[config.mk]
export PLATFORM = sky130hd
export DESIGN_NAME = io_port_ctrl
export DESIGN_NICKNAME = d
export VERILOG_FILES = /design/src/rtl/io_port_ctrl.sv
export SDC_FILE = /design/constraint.sdc
export NUM_CORES = 1
export LEC_CHECK = 0
export ABC_AREA = 1
export CAP_MARGIN = 10
export CORE_MARGIN = 8
export CORE_UTILIZATION = 50
export CTS_CLUSTER_DIAMETER = 30
export CTS_CLUSTER_SIZE = 30
export DETAILED_ROUTE_END_ITERATION = 10
export PLACE_DENSITY = 0.86
export SYNTH_ARGS = -nofsm -noshare
export SYNTH_HDL_FRONTEND = slang
export SYNTH_SLANG_ARGS = --single-unit
[constraint.sdc]
create_clock -name clk -period 3.7 [get_ports clk]
set_clock_uncertainty 0.2 [all_clocks]
set_input_delay 0.37 -clock clk [delete_from_list [all_inputs] [get_ports clk]]
set_output_delay 0.37 -clock clk [all_outputs]
set_load 0.03 [all_outputs]
[src/rtl/io_port_ctrl.sv]
// ---------------------------------------------------------------------------
// io_port_ctrl
//
// Connects a stalling processor load/store port to a set of streaming I/O
// channels.
//   - Input side: each of NUIOIN channels has a one-entry buffer filled through
//     in_valid/in_ready. A processor read picks one channel. If the buffer is
//     empty, the processor stalls until data arrives or the timeout expires.
//   - Output side: each of NUIOOU channels has a one-entry register drained
//     through out_valid/out_ready. A processor write stalls while the target
//     register is full and is not being drained in the same cycle.
//
// Ports
//   clk, rst            clock; asynchronous active-low reset
//   proc_req_in         read request (held while proc_stall is high)
//   proc_addr_in        read channel index
//   proc_data_in        read data (zero unless a read completes this cycle)
//   proc_out_en         write request (held while proc_stall is high)
//   proc_addr_out       write channel index
//   proc_data_out       write data
//   proc_stall          processor must hold its current request
//   in_data/in_valid/in_ready     packed input channels and their handshake
//   out_data/out_valid/out_ready  packed output channels and their handshake
//   req_in              one-hot pulse, one cycle after each completed read
//   out_en              one-hot pulse, one cycle after each accepted write
//   err_addr, err_tmo   sticky address-range and read-timeout flags
// ---------------------------------------------------------------------------
module io_port_ctrl #(
    parameter int NUBITS = 32,
    parameter int NUIOIN = 2,
    parameter int NUIOOU = 2,
    parameter int TMO    = 1024,
    localparam int AIW   = (NUIOIN > 1) ? $clog2(NUIOIN) : 1,
    localparam int AOW   = (NUIOOU > 1) ? $clog2(NUIOOU) : 1
) (
    input  logic                     clk,
    input  logic                     rst,
    input  logic                     proc_req_in,
    input  logic [AIW-1:0]           proc_addr_in,
    output logic [NUBITS-1:0]        proc_data_in,
    input  logic                     proc_out_en,
    input  logic [AOW-1:0]           proc_addr_out,
    input  logic [NUBITS-1:0]        proc_data_out,
    output logic                     proc_stall,
    input  logic [NUIOIN*NUBITS-1:0] in_data,
    input  logic [NUIOIN-1:0]        in_valid,
    output logic [NUIOIN-1:0]        in_ready,
    output logic [NUIOOU*NUBITS-1:0] out_data,
    output logic [NUIOOU-1:0]        out_valid,
    input  logic [NUIOOU-1:0]        out_ready,
    output logic [NUIOIN-1:0]        req_in,
    output logic [NUIOOU-1:0]        out_en,
    output logic                     err_addr,
    output logic                     err_tmo
);

    localparam int CW = $clog2(TMO + 1);
    // The WAIT cycle that moves the counter onto TMO-1 is the last stalled
    // one, so a timed-out read stalls for exactly TMO cycles in total.
    localparam logic [CW-1:0] CNT_LAST = CW'(TMO - 2);

    localparam logic [1:0] ST_IDLE = 2'd0;
    localparam logic [1:0] ST_WAIT = 2'd1;
    localparam logic [1:0] ST_TOUT = 2'd2;

    logic [1:0]                     rd_state, rd_next;
    logic [CW-1:0]                  cnt, cnt_next;
    logic [NUIOIN-1:0][NUBITS-1:0]  ibuf;
    logic [NUIOIN-1:0]              ifull;
    logic [NUIOOU-1:0][NUBITS-1:0]  obuf;

    logic [NUIOIN-1:0]              rd_sel, consume;
    logic                           sel_full;
    logic [NUBITS-1:0]              sel_data;
    logic                           rd_stall, rd_done, rd_err_addr, rd_err_tmo;
    logic [NUBITS-1:0]              rd_data;

    logic [NUIOOU-1:0]              wr_acc;
    logic                           wr_hit, wr_stall, wr_err_addr;

    // Decode the read address into a one-hot channel select; an address with
    // no matching channel leaves rd_sel all-zero and counts as out of range.
    always_comb begin
        rd_sel   = '0;
        sel_full = 1'b0;
        sel_data = '0;
        for (int k = 0; k < NUIOIN; k++) begin
            if (proc_addr_in == AIW'(k)) begin
                rd_sel[k] = 1'b1;
                sel_full  = ifull[k];
                sel_data  = ibuf[k];
            end
        end
    end

    // Read FSM. A request is evaluated fresh every cycle in IDLE and WAIT, so
    // the processor may change or drop it while stalled. TOUT is a single
    // non-stalled cycle returning zero data to release the processor.
    always_comb begin
        rd_next     = rd_state;
        cnt_next    = cnt;
        rd_stall    = 1'b0;
        rd_done     = 1'b0;
        rd_data     = '0;
        consume     = '0;
        rd_err_addr = 1'b0;
        rd_err_tmo  = 1'b0;
        case (rd_state)
            ST_IDLE, ST_WAIT: begin
                if (!proc_req_in) begin
                    rd_next = ST_IDLE;
                end else if (rd_sel == '0) begin
                    rd_err_addr = 1'b1;
                    rd_next     = ST_IDLE;
                end else if (sel_full) begin
                    rd_done = 1'b1;
                    rd_data = sel_data;
                    consume = rd_sel;
                    rd_next = ST_IDLE;
                end else if (rd_state == ST_IDLE) begin
                    rd_stall = 1'b1;
                    rd_next  = ST_WAIT;
                    cnt_next = '0;
                end else if (cnt == CNT_LAST) begin
                    rd_stall   = 1'b1;
                    rd_next    = ST_TOUT;
                    rd_err_tmo = 1'b1;
                    cnt_next   = cnt + CW'(1);
                end else begin
                    rd_stall = 1'b1;
                    cnt_next = cnt + CW'(1);
                end
            end
            default: rd_next = ST_IDLE;
        endcase
    end

    // Write acceptance: the target register is free if it is empty or is
    // being drained by the consumer in this same cycle.
    always_comb begin
        wr_acc      = '0;
        wr_hit      = 1'b0;
        wr_stall    = 1'b0;
        for (int k = 0; k < NUIOOU; k++) begin
            if (proc_addr_out == AOW'(k)) begin
                wr_hit = 1'b1;
                if (!out_valid[k] || out_ready[k]) begin
                    wr_acc[k] = proc_out_en;
                end else begin
                    wr_stall = proc_out_en;
                end
            end
        end
        wr_err_addr = proc_out_en && !wr_hit;
    end

    // Stall is forced low while reset is held so the processor is never
    // frozen by a request it issued into a block that is being cleared.
    assign proc_stall   = rst && (rd_stall || wr_stall);
    assign proc_data_in = rd_done ? rd_data : '0;
    assign in_ready     = ~ifull | consume;
    assign out_data     = obuf;

    // Read FSM, timeout counter and sticky error flags.
    always_ff @(posedge clk or negedge rst) begin
        if (!rst) begin
            rd_state <= ST_IDLE;
            cnt      <= '0;
            req_in   <= '0;
            err_addr <= 1'b0;
            err_tmo  <= 1'b0;
        end else begin
            rd_state <= rd_next;
            cnt      <= cnt_next;
            req_in   <= consume;
            err_addr <= err_addr | rd_err_addr | wr_err_addr;
            err_tmo  <= err_tmo | rd_err_tmo;
        end
    end

    // Input buffers: a refill in the consuming cycle keeps the entry full.
    always_ff @(posedge clk or negedge rst) begin
        if (!rst) begin
            ibuf  <= '0;
            ifull <= '0;
        end else begin
            for (int k = 0; k < NUIOIN; k++) begin
                if (in_valid[k] && in_ready[k]) begin
                    ibuf[k]  <= in_data[k*NUBITS +: NUBITS];
                    ifull[k] <= 1'b1;
                end else if (consume[k]) begin
                    ifull[k] <= 1'b0;
                end
            end
        end
    end

    // Output registers: a new write wins over a drain in the same cycle.
    always_ff @(posedge clk or negedge rst) begin
        if (!rst) begin
            obuf      <= '0;
            out_valid <= '0;
            out_en    <= '0;
        end else begin
            out_en <= wr_acc;
            for (int k = 0; k < NUIOOU; k++) begin
                if (wr_acc[k]) begin
                    obuf[k]      <= proc_data_out;
                    out_valid[k] <= 1'b1;
                end else if (out_ready[k]) begin
                    out_valid[k] <= 1'b0;
                end
            end
        end
    end

endmodule

==> impl_results.md, run 1 <==
- Critical path arrival: between 2 and 3 ns
- Fraction of layout cells with a size suffix above 1: around 7.8%
- Most used flip-flop cell after synthesis: dfrtp_1
- Root buffer cell: clkbuf_16
- All-layer global routing usage: about a quarter
- Top cells by area, synth: dfrtp_1 (58%), nand2_1 (17%), nand3_1 (5.5%)
- Synth Area in Simple Gates: approximately a quarter
- Share of the yosys chip area belonging to registers: 57.5%
- Netlist cell types: 28
- CP peak stage delay: slightly below 0.7 ns
- I/O pins: about 210
- Synthesized-area fraction occupied by adder cells: less than 1%
- Worst-path clk slew: around 0.06 ns
- Worst-Skew Late Latency: roughly 0.42 ns
- Gr ovfl total: 0
- Post-CTS Setup Inserts: 0
- Async set or reset register ratio after synthesis: 100%
- Register bit count reported by yosys: 150
- Worst Hold Class: reg -> reg
- GPL Wtd Cong: slightly above 0.8
- CP most frequent cell: clkdlybuf4s50_1
- Number of diodes: 0
- CTS tree: built
- Final core occ: roughly 73%
- I/O Buffers: ~210
- RSZ-0062 raised after global routing: false
- PwrDens: 564 mW/mm2
- Period utilization: a little over nine tenths
- Via count: 5,913
- CTS H-tree depth: 4
- P_leak: ~4.4 nW
- CTS Hold Bufs: 1
- Initial Utilization: approximately half
- CP cell instances: clkdlybuf4s50_1, nand2_1, nor2_1, nor2_2, buf_4, a21oi_1, clkdlybuf4s50_1
- Longest Clk Path Bufs: 2
- Minimum clock period: approximately 3.5 ns
- R2r setup slk: 1.54 ns
- Syn avg cell area: roughly 8.5 um2
- Slowest stage cell, crit path: nor2_2
- Synth area leader: dfrtp_1
- Synth-to-Final Area Change: 42.5%
- Max-slew violations: 0
- Vias in the first global route: 6,014
- WL/cell: 17.2 um
- Residual DRC count: 0
- Crit path kind: in -> out
- CP required: approximately 3.1 ns
- Final nets: approximately 1,100
- Post-detail-place hpwl: ~14,000 um
- Most common cell in the netlist: nand2_1
- Pre-antenna DRT Iters: 5
- Fill cells: ~940
- Largest net degree at the start of global routing: 83
- Synth cell count leaders: nand2_1 (293), dfrtp_1 (150), nand3_1 (72), o21ai_0 (57), inv_1 (51)
- Max-cap viol count: 0
- Core Region: approximately 0.013 mm2
- CTS sink count: 150
- Routed WL: between 15,000 and 20,000 um
- Setup TNS: 0 ns
- PnR Total Power: 5.24 mW
- Startpoint types: input port
- Die area: around 0.017 mm2
- TritonCTS buffer count: 17
- Status: finished, final reports clean
- Max FO, Critical Path: 20
- Worst setup EP type: output pin
- Chip height: between 100 and 150 um
- Syn_nets: 872
- Share of the synthesized area in the top cell type: a little under three fifths
- Actual slew at the worst max-slew pin: slightly below 1 ns
- DRT iter0 DRCs: 392
- PostCTS Resize Cnt: 0
- Detail Route Antenna Nets: 0
- Cells after Synth: 764
- Worst rel slew slack: a little over a third
- Largest family of logic cells by synthesized area: simple AND/OR/NAND/NOR gates
- Number of enable flip-flop cells after synthesis: 0
- Post-DR vias/cell: between 5 and 6
- Upper clock frequency limit: approximately 0.28 GHz
- First-pass GRT wire length: just over 30,000 um
- Rows: 41
- Fin. Hold Viols: 0
- Initial antenna violation count: 0
- Synth Area in XOR/XNOR: 0%
- Die width: between 100 and 150 um
- Syn Std Cell Area: 0.00653 mm2
- Setup violations, final: 0
- Maximum vdd drop: ~0.42 mV
- Yosys Warn Count: 0
- Post-synthesis mux area share: 0%
- Compound-Gate Fraction of Synth Area: under 10%
==> layer usage <==
metal	wire length, um	track usage [%]
met1	7410	27.1
met2	10100	40.8
met3	1350	6.45
met4	805	13.2
met5	0	0
==> worst max-delay path, delay by kind of cell <==
family	cells	cell delay (ns)
AO/OA/AOI/OAI	1	0.09
buffers and inverters	3	1.55
AND/OR/NAND/NOR	3	0.95
==> metrics by stage <==
step	area (um2)	worst slack, ns	hold WS (ns)	std cells
after floorplan	6530	1.52	-0.126	764
after global placement	8660	0.326	0.247	1111
after detailed placement	8660	0.237	0.254	1111
after CTS	9300	0.196	0.267	1144
after global routing	9300	0.0580	0.291	1144
final	9300	0.159	0.259	1144
==> layout by cell type, fill, tap and decap left out, types with 5 or more instances in the layout <==
cell type / Yosys / routed
dfrtp_1: 150 / 150
inv_1: 51 / 51
nand2_1: 293 / 293
o21ai_1: 15 / 15
buf_4: 4 / 15
a21oi_2: 10 / 10
nand3_1: 72 / 72
nor2_1: 14 / 14
clkbuf_16: 0 / 17
o21ai_0: 57 / 57
nor2_2: 5 / 5
clkdlybuf4s50_1: 0 / 205
a21oi_1: 23 / 23
==> worst paths after layout <==
path,to,start,cells past startpoint
hold reg to reg,err_tmo,err_tmo,1
setup / recovery,proc_data_in[14],proc_addr_in,7
min in group asynchronous,out_data[39],rst,2
setup reg to reg,ibuf[41],rd_state[1],6
hold / removal,err_tmo,err_tmo,1
max in group asynchronous,ibuf[62],rst,3
==> state kept, by name, indices dropped and copies added, names as in the netlist <==
name / flops
cnt: 11
err_tmo: 1
ibuf: 64
ifull: 2
out_data: 64
out_en: 2
out_valid: 2
rd_state: 2
req_in: 2
==> cells by family after synthesis <==
group / count (synthesis)
AO/OA/AOI/OAI: 109
AND/OR/NAND/NOR: 401
buffers and inverters: 101
other: 1
flip-flops: 150
adder cells (fa/ha/maj): 2
==> area by class of cell <==
type | count | area (um2) | area share [%]
timing repair buffer | 222 | 2190 | 23.5
tap | 172 | 215 | 2.31
sequential | 150 | 3750 | 40.4
clock inverter | 12 | 169 | 1.82
inverter | 55 | 209 | 2.25
multi-input combinational | 513 | 2310 | 24.8
clock buffer | 20 | 457 | 4.91
==> power by group <==
part	total, mW	switching, mW	internal (mW)
clock	1.80	0.688	1.11
combinational	1.36	0.823	0.533
sequential	2.09	0.163	1.92
Note: power is estimated with default switching activity, not from simulation.
==> run 2: changes to the inputs <==
- CAP_MARGIN: 10 -> 30
- SKIP_CTS_REPAIR_TIMING: not set -> 1
==> run 2 against run 1 <==
Critical path depth is the same. Cell area stayed put. Sequential power hardly changed. Register-to-register slack is essentially flat. Global-route usage barely moved. Non-clock buffer count did not move. First-iteration DRC count decreased by 2.3%. Clock-buffer cell count did not move. Combinational power is essentially flat. Die area unchanged. Total power barely moved.
==> impl_results.md, run 2 (synthesis gave the netlist of run 1 again) <==
- Status: finished, final reports clean
- PwrDens: 564 mW/mm2 (about the same)
- P_leak: 4.42 nW (unchanged)
- CP peak stage delay: 0.69 ns (about the same)
- Setup violations, final: 0 (unchanged)
- Worst-path clk slew: 0.06 ns (about the same)
- GPL Wtd Cong: 0.812 (unchanged)
- Die width: 130 um (unchanged)
- Max-slew violations: 0 (unchanged)
- Routed wl met3: 1400 um (+3.8%)
- Fill cells: 942 (-0.21%)
- DRT iter0 DRCs: 383 (-2.3%)
- Setup TNS: 0 ns (unchanged)
- I/O Buffers: 211 (unchanged)
- Root buffer cell: clkbuf_16
- Placed Cells: 1,111 (unchanged)
- Startpoint types: input port
- Wl on met1: 7390 um (-0.30%)
- Initial Utilization: 51.5% (unchanged)
- Slowest stage cell, crit path: nor2_2
- Pre-antenna DRT Iters: 5 (unchanged)
- Most frequent cells in the layout: nand2_1 (293), clkdlybuf4s50_1 (205), dfrtp_1 (150)
- Longest Clk Path Bufs: 2 (unchanged)
- Post-DR vias/cell: 5.18 (+0.27%)
- PnR Total Power: 5.24 mW (about the same)
- Via count: 5,929 (+0.27%)
- CTS sink count: 150 (unchanged)
- R2r setup slk: 1.54 ns (about the same)
- Number of diodes: 0 (unchanged)
- Top Metal Used: met4
- Worst slack at placement: 0.237 ns (unchanged)
- Vias in the first global route: 6,006 (-0.13%)
- Core Region: 0.0127 mm2 (unchanged)
- Minimum clock period: 3.54 ns (-0.0000970 ns)
- Worst rel slew slack: 35.1% (-0.081 points)
- Final hold slack: 0.259 ns (+0.000110 ns)
- First-pass GRT wire length: 31,100 um (about the same)
- Period utilization: 95.7% (about the same)
- Initial antenna violation count: 0 (unchanged)
- Fraction of layout cells with a size suffix above 1: 7.82% (unchanged)
- CP required: 3.13 ns (about the same)
- Max FO, Critical Path: 20 (unchanged)
- Most common cell after layout, fill and taps aside: nand2_1
- Fin. Hold Viols: 0 (unchanged)
- Detail Route Antenna Nets: 0 (unchanged)
- TritonCTS buffer count: 17 (unchanged)
- Maximum vdd drop: 0.424 mV (about the same)
- Largest net degree at the start of global routing: 83 (unchanged)
- All-layer global routing usage: 24.0% (-0.026 points)
- Post-detail-place hpwl: 13,700 um (unchanged)
- Critical path arrival: 2.97 ns (about the same)
- Die area: 0.0170 mm2 (unchanged)
- Synth-to-Final Area Change: 42.5% (unchanged)
- Top delay family on crit path: buffers and inverters
- Met2 wire len: 10,200 um (+0.41%)
- Worst setup EP type: output pin
- Crit path kind: in -> out
- Worst-Skew Late Latency: 0.41 ns (about the same)
- I/O pins: 213 (unchanged)
- Final worst slack: 0.159 ns (+0.0000970 ns)
- Routed WL: 19,800 um (+0.19%)
- Upper clock frequency limit: 0.282 GHz (about the same)
- Worst Hold Class: reg -> reg
- Gr ovfl total: 0 (unchanged)
- CTS H-tree depth: 4 (unchanged)
- Rows: 41 (unchanged)
- Chip height: 130 um (unchanged)
- WL/cell: 17.3 um (+0.19%)
- Max-cap viol count: 0 (unchanged)
- Final std cells w/o fill: 1,144 (unchanged)
- RSZ-0062 raised after global routing: false
- CP cell instances: clkdlybuf4s50_1, nand2_1, nor2_1, nor2_2, buf_4, a21oi_1, clkdlybuf4s50_1
- Actual slew at the worst max-slew pin: 0.972 ns (+0.00122 ns)
- Bufs and invs on worst path: 3 (unchanged)
- CP most frequent cell: clkdlybuf4s50_1
- CTS tree: built
- Final nets: 1,067 (unchanged)
- Residual DRC count: 0 (unchanged)
-- run 2: report_power, final --
group	total [mW]	switching [mW]	leakage [nW]	internal (mW)
clock	1.80	0.689	0.299	1.11
sequential	2.09	0.164	1.87	1.92
combinational	1.36	0.824	2.24	0.533
total	5.24	1.68	4.42	3.57
-- run 2: final timing paths --
check,from,to,cells after the start
setup / recovery,proc_addr_in,proc_data_in[14],7
hold / removal,err_tmo,err_tmo,1
hold reg to reg,err_tmo,err_tmo,1
setup reg to reg,rd_state[1],ibuf[41],6
min in group asynchronous,rst,out_data[39],2
max in group asynchronous,rst,ibuf[62],3
-- run 2: layout make-up --
class	count	area, um2	area share [%]
Sequential cell	150	3750	40.4
Multi-Input combinational cell	513	2310	24.8
Timing Repair Buffer	222	2190	23.5
Clock buffer	20	457	4.91
Tap cell	172	215	2.31
Inverter	55	209	2.25
Clock inverter	12	169	1.82
-- run 2: routing by layer --
metal  vias to the layer above  GRT usage [%]
li1                       2799              -
met2                       253           40.9
met5                         -              0
met4                         0           12.8
met3                        44           6.41
met1                      2833           27.1
-- run 2: through the flow --
stage / cell area (um2) / utilization (%)
after global placement: 8660 / 68.4
final: 9300 / 73.4
after CTS: 9290 / 73.3
after global routing: 9300 / 73.4
after detailed placement: 8660 / 68.4
after floorplan: 6530 / -
-- run 2: worst reg2reg max path, delay by kind of cell (launching register included) --
family                 cells  cell delay [ns]
AO/OA/AOI/OAI              1             0.41
AND/OR/NAND/NOR            4             0.97
flip-flops                 1             0.39
buffers and inverters      1             0.07
==> run 3: changes to the inputs <==
- ABC_AREA: 1 -> 0
- CORE_MARGIN: 8 -> 5
- CORE_UTILIZATION: 50 -> 49
- CTS_BUF_LIST: not set -> sky130_fd_sc_hd__clkbuf_16
- PLACE_DENSITY: 0.86 -> 0.85
==> run 3 against run 2 <==
Worst setup slack better by 0.68 ns. Combinational power about the same. Clock power down 11%. Register-to-register slack better by 0.02 ns. Fmax up 24%. First-iteration DRC count down 30%. Hold slack worse by 0.072 ns. Via count down 26%. Largest power group unchanged. Non-clock buffer count down 2. Die area down 11%.
==> impl_results.md, run 3 <==
- Die width: 123 um (-5.5%)
- Root buffer cell: clkbuf_16
- Minimum clock period: 2.87 ns (-0.675 ns)
- Core Region: 0.0126 mm2 (-0.81%)
- CTS sink count: 150 (unchanged)
- Placed Cells: 820 (-26%)
- Final hold slack: 0.187 ns (-0.0716 ns)
- Syn avg cell area: 13.8 um2 (+61%)
- Initial antenna violation count: 0 (unchanged)
- Cells after Synth: 454 (-41%)
- Gr ovfl total: 0 (unchanged)
- Critical path arrival: 2.30 ns (-0.67 ns)
- Crit path kind: reg -> out
- Synth area leader: dfrtp_1
- Power share of the clock group: 31.5% (-2.8 points)
- CP peak stage delay: 0.69 ns (about the same)
- Worst Hold Class: in -> async
- Largest net degree at the start of global routing: 67 (-19%)
- RR Startpoint: rd_state[1]
- Internal: 3.58 mW (+0.46%)
- CTS tree: built
- All-layer global routing usage: 22.5% (-1.5 points)
- Worst setup EP type: output pin
- Final nets: 776 (-27%)
- Fraction of layout cells with a size suffix above 1: 24.1% (+16 points)
- Max-slew violations: 0 (unchanged)
- Synth cell count leaders: dfrtp_1 (150), mux2_2 (125), nor2_1 (36), mux2i_1 (34), nand2_1 (15)
- GPL Wtd Cong: 0.783 (-3.6%)
- First-pass GRT wire length: 25,800 um (-17%)
- Share of the yosys chip area belonging to registers: 60.0% (+2.4 points)
- Max FO, Critical Path: 5 (-75%)
- Syn_nets: 562 (-36%)
- I/O pins: 213 (unchanged)
- Sequential share of power: 41.2% (+1.4 points)
- R2R cell count: 5 (-1)
- Synth-to-Final Area Change: 45.0%
- Worst-Skew Late Latency: 0.41 ns (about the same)
- Number of enable flip-flop cells after synthesis: 0 (unchanged)
- Gate power share: 27.3% (+1.4 points)
- Setup crit start: ifull[1]
- Final core occ: 72.2% (-1.1 points)
- Post-DP Area: 0.00853 mm2 (-1.6%)
- CP required: 3.13 ns (about the same)
- Initial Utilization: 49.8% (-1.7 points)
- Yosys Warn Count: 0 (unchanged)
- P_leak: 3.86 nW (-12%)
- Setup violations, final: 0 (unchanged)
- Worst slack at placement: 0.841 ns (+0.604 ns)
- Pre-antenna DRT Iters: 4 (-1)
- Share of the synthesized area in the top cell type: 60.0% (+2.4 points)
- Setup TNS: 0 ns (unchanged)
- Top cells by area, synth: dfrtp_1 (60%), mux2_2 (22%), mux2i_1 (5.4%)
- Fin. Hold Viols: 0 (unchanged)
- Residual DRC count: 0 (unchanged)
- Final worst slack: 0.834 ns (+0.675 ns)
- Most frequent cells in the layout: clkdlybuf4s50_1 (209), dfrtp_1 (150), mux2_2 (125)
- Post-DR vias/cell: 5.17 (-0.33%)
- Chip height: 123 um (-5.5%)
- Max-cap viol count: 0 (unchanged)
- CP cell instances: mux2_4, nor2_1, a21oi_1, nor2b_1, clkdlybuf4s50_1
- Period utilization: 77.4% (-18 points)
- Register bit count reported by yosys: 150 (unchanged)
- Syn Std Cell Area: 0.00626 mm2 (-4.0%)
- Most common cell in the netlist: dfrtp_1
- Most used flip-flop cell after synthesis: dfrtp_1
- Worst-path clk slew: 0.06 ns (about the same)
- Final std cells w/o fill: 852 (-26%)
- Rows: 41 (unchanged)
- Async set or reset register ratio after synthesis: 100% (unchanged)
- Upper clock frequency limit: 0.349 GHz (+24%)
- CTS H-tree depth: 4 (unchanged)
- Sw frac: 29.8% (-2.2 points)
- Most common cell after layout, fill and taps aside: clkdlybuf4s50_1
- Worst rel slew slack: 45.8% (+11 points)
- Actual slew at the worst max-slew pin: 0.813 ns (-0.160 ns)
- Longest Clk Path Bufs: 2 (unchanged)
- Routed WL: 16,200 um (-18%)
- Maximum vdd drop: 0.381 mV (-10%)
- PwrDens: 562 mW/mm2 (-0.37%)
- Post-detail-place hpwl: 11,600 um (-16%)
- Slowest stage cell, crit path: clkdlybuf4s50_1
- Status: finished, final reports clean
- Switching power: 1.52 mW (-9.4%)
- TritonCTS buffer count: 17 (unchanged)
- Via count: 4,401 (-26%)
- Number of diodes: 0 (unchanged)
- Netlist cell types: 35 (+25%)
- DRT iter0 DRCs: 267 (-30%)
- Detail Route Antenna Nets: 0 (unchanged)
- PnR Total Power: 5.10 mW (-2.7%)
- I/O Buffers: 211 (unchanged)
- Vias in the first global route: 5,007 (-17%)
- RSZ-0062 raised after global routing: false
- Layout Cell Area excl Fill: 0.00908 mm2 (-2.3%)
- WL/cell: 19.0 um (+9.8%)
- Die area: 0.0151 mm2 (-11%)
- Startpoint types: flip-flop
run 3: changes by cell type after synthesis, moves of 11 or more:
cell and delta:
nand2_1 -278, mux2_2 +125, nand3_1 -64, o21ai_0 -49, inv_1 -47, mux2i_1 +34
nor2_1 +22, a21oi_1 -19, o21ai_1 -13, clkbuf_1 -11
run 3: cell type report:
cell class / instances / area [um2]
fillers: 852 / 3490
well taps: 172 / 215
inverters: 4 / 15.0
repair buffers: 220 / 2180
flip-flops and latches: 150 / 3750
clock buffers: 17 / 425
clock inverters: 14 / 119
multi-input cells: 275 / 2370
run 3: cells by family after synthesis:
logic type                 synth area share, %
other                                   0.0599
DFF                                       60.0
adders and majority gates                0.400
and+or+nand+nor                           6.47
muxes                                     28.7
buffers and inverters                     2.18
AOI/OAI and AO/OA                         2.24
run 3: path summary, 6_finish.rpt:
check | endpoint | slack (ns)
max in group asynchronous | ibuf[45] | 2.00
min in group clk | req_in[1] | 0.26
worst min register to register | err_tmo | 0.27
worst min-delay path | ibuf[24] | 0.19
worst max-delay path | proc_stall | 0.83
worst max register to register | ibuf[32] | 1.56
run 3: power groups by stage:
stage          logic, mW  clock network [mW]  registers, mW
2_1_floorplan      0.513                   0           2.36
3_3_place_gp        1.37                   0           2.10
3_5_place_dp        1.40                   0           2.12
4_1_cts             1.41                1.63           2.11
5_1_grt             1.48                1.71           2.14
6_report            1.39                1.61           2.10
run 3: metal layers:
layer | vias to the layer above | share of wire (%) | track usage [%]
met3 | 25 | 9.0 | 9.70
met4 | 0 | 1.9 | 7.27
li1 | 2027 | - | -
met1 | 2192 | 37 | 25.2
met2 | 157 | 52 | 38.7
met5 | - | 0 | 0
run 3: critical path, delay by kind of cell (launching register included):
| kind | cells | cell delay (ns) |
|---|---|---|
| buffers and inverters | 1 | 0.69 |
| muxes | 1 | 0.28 |
| DFF | 1 | 0.40 |
| AOI/OAI and AO/OA | 1 | 0.08 |
| and+or+nand+nor | 2 | 0.42 |
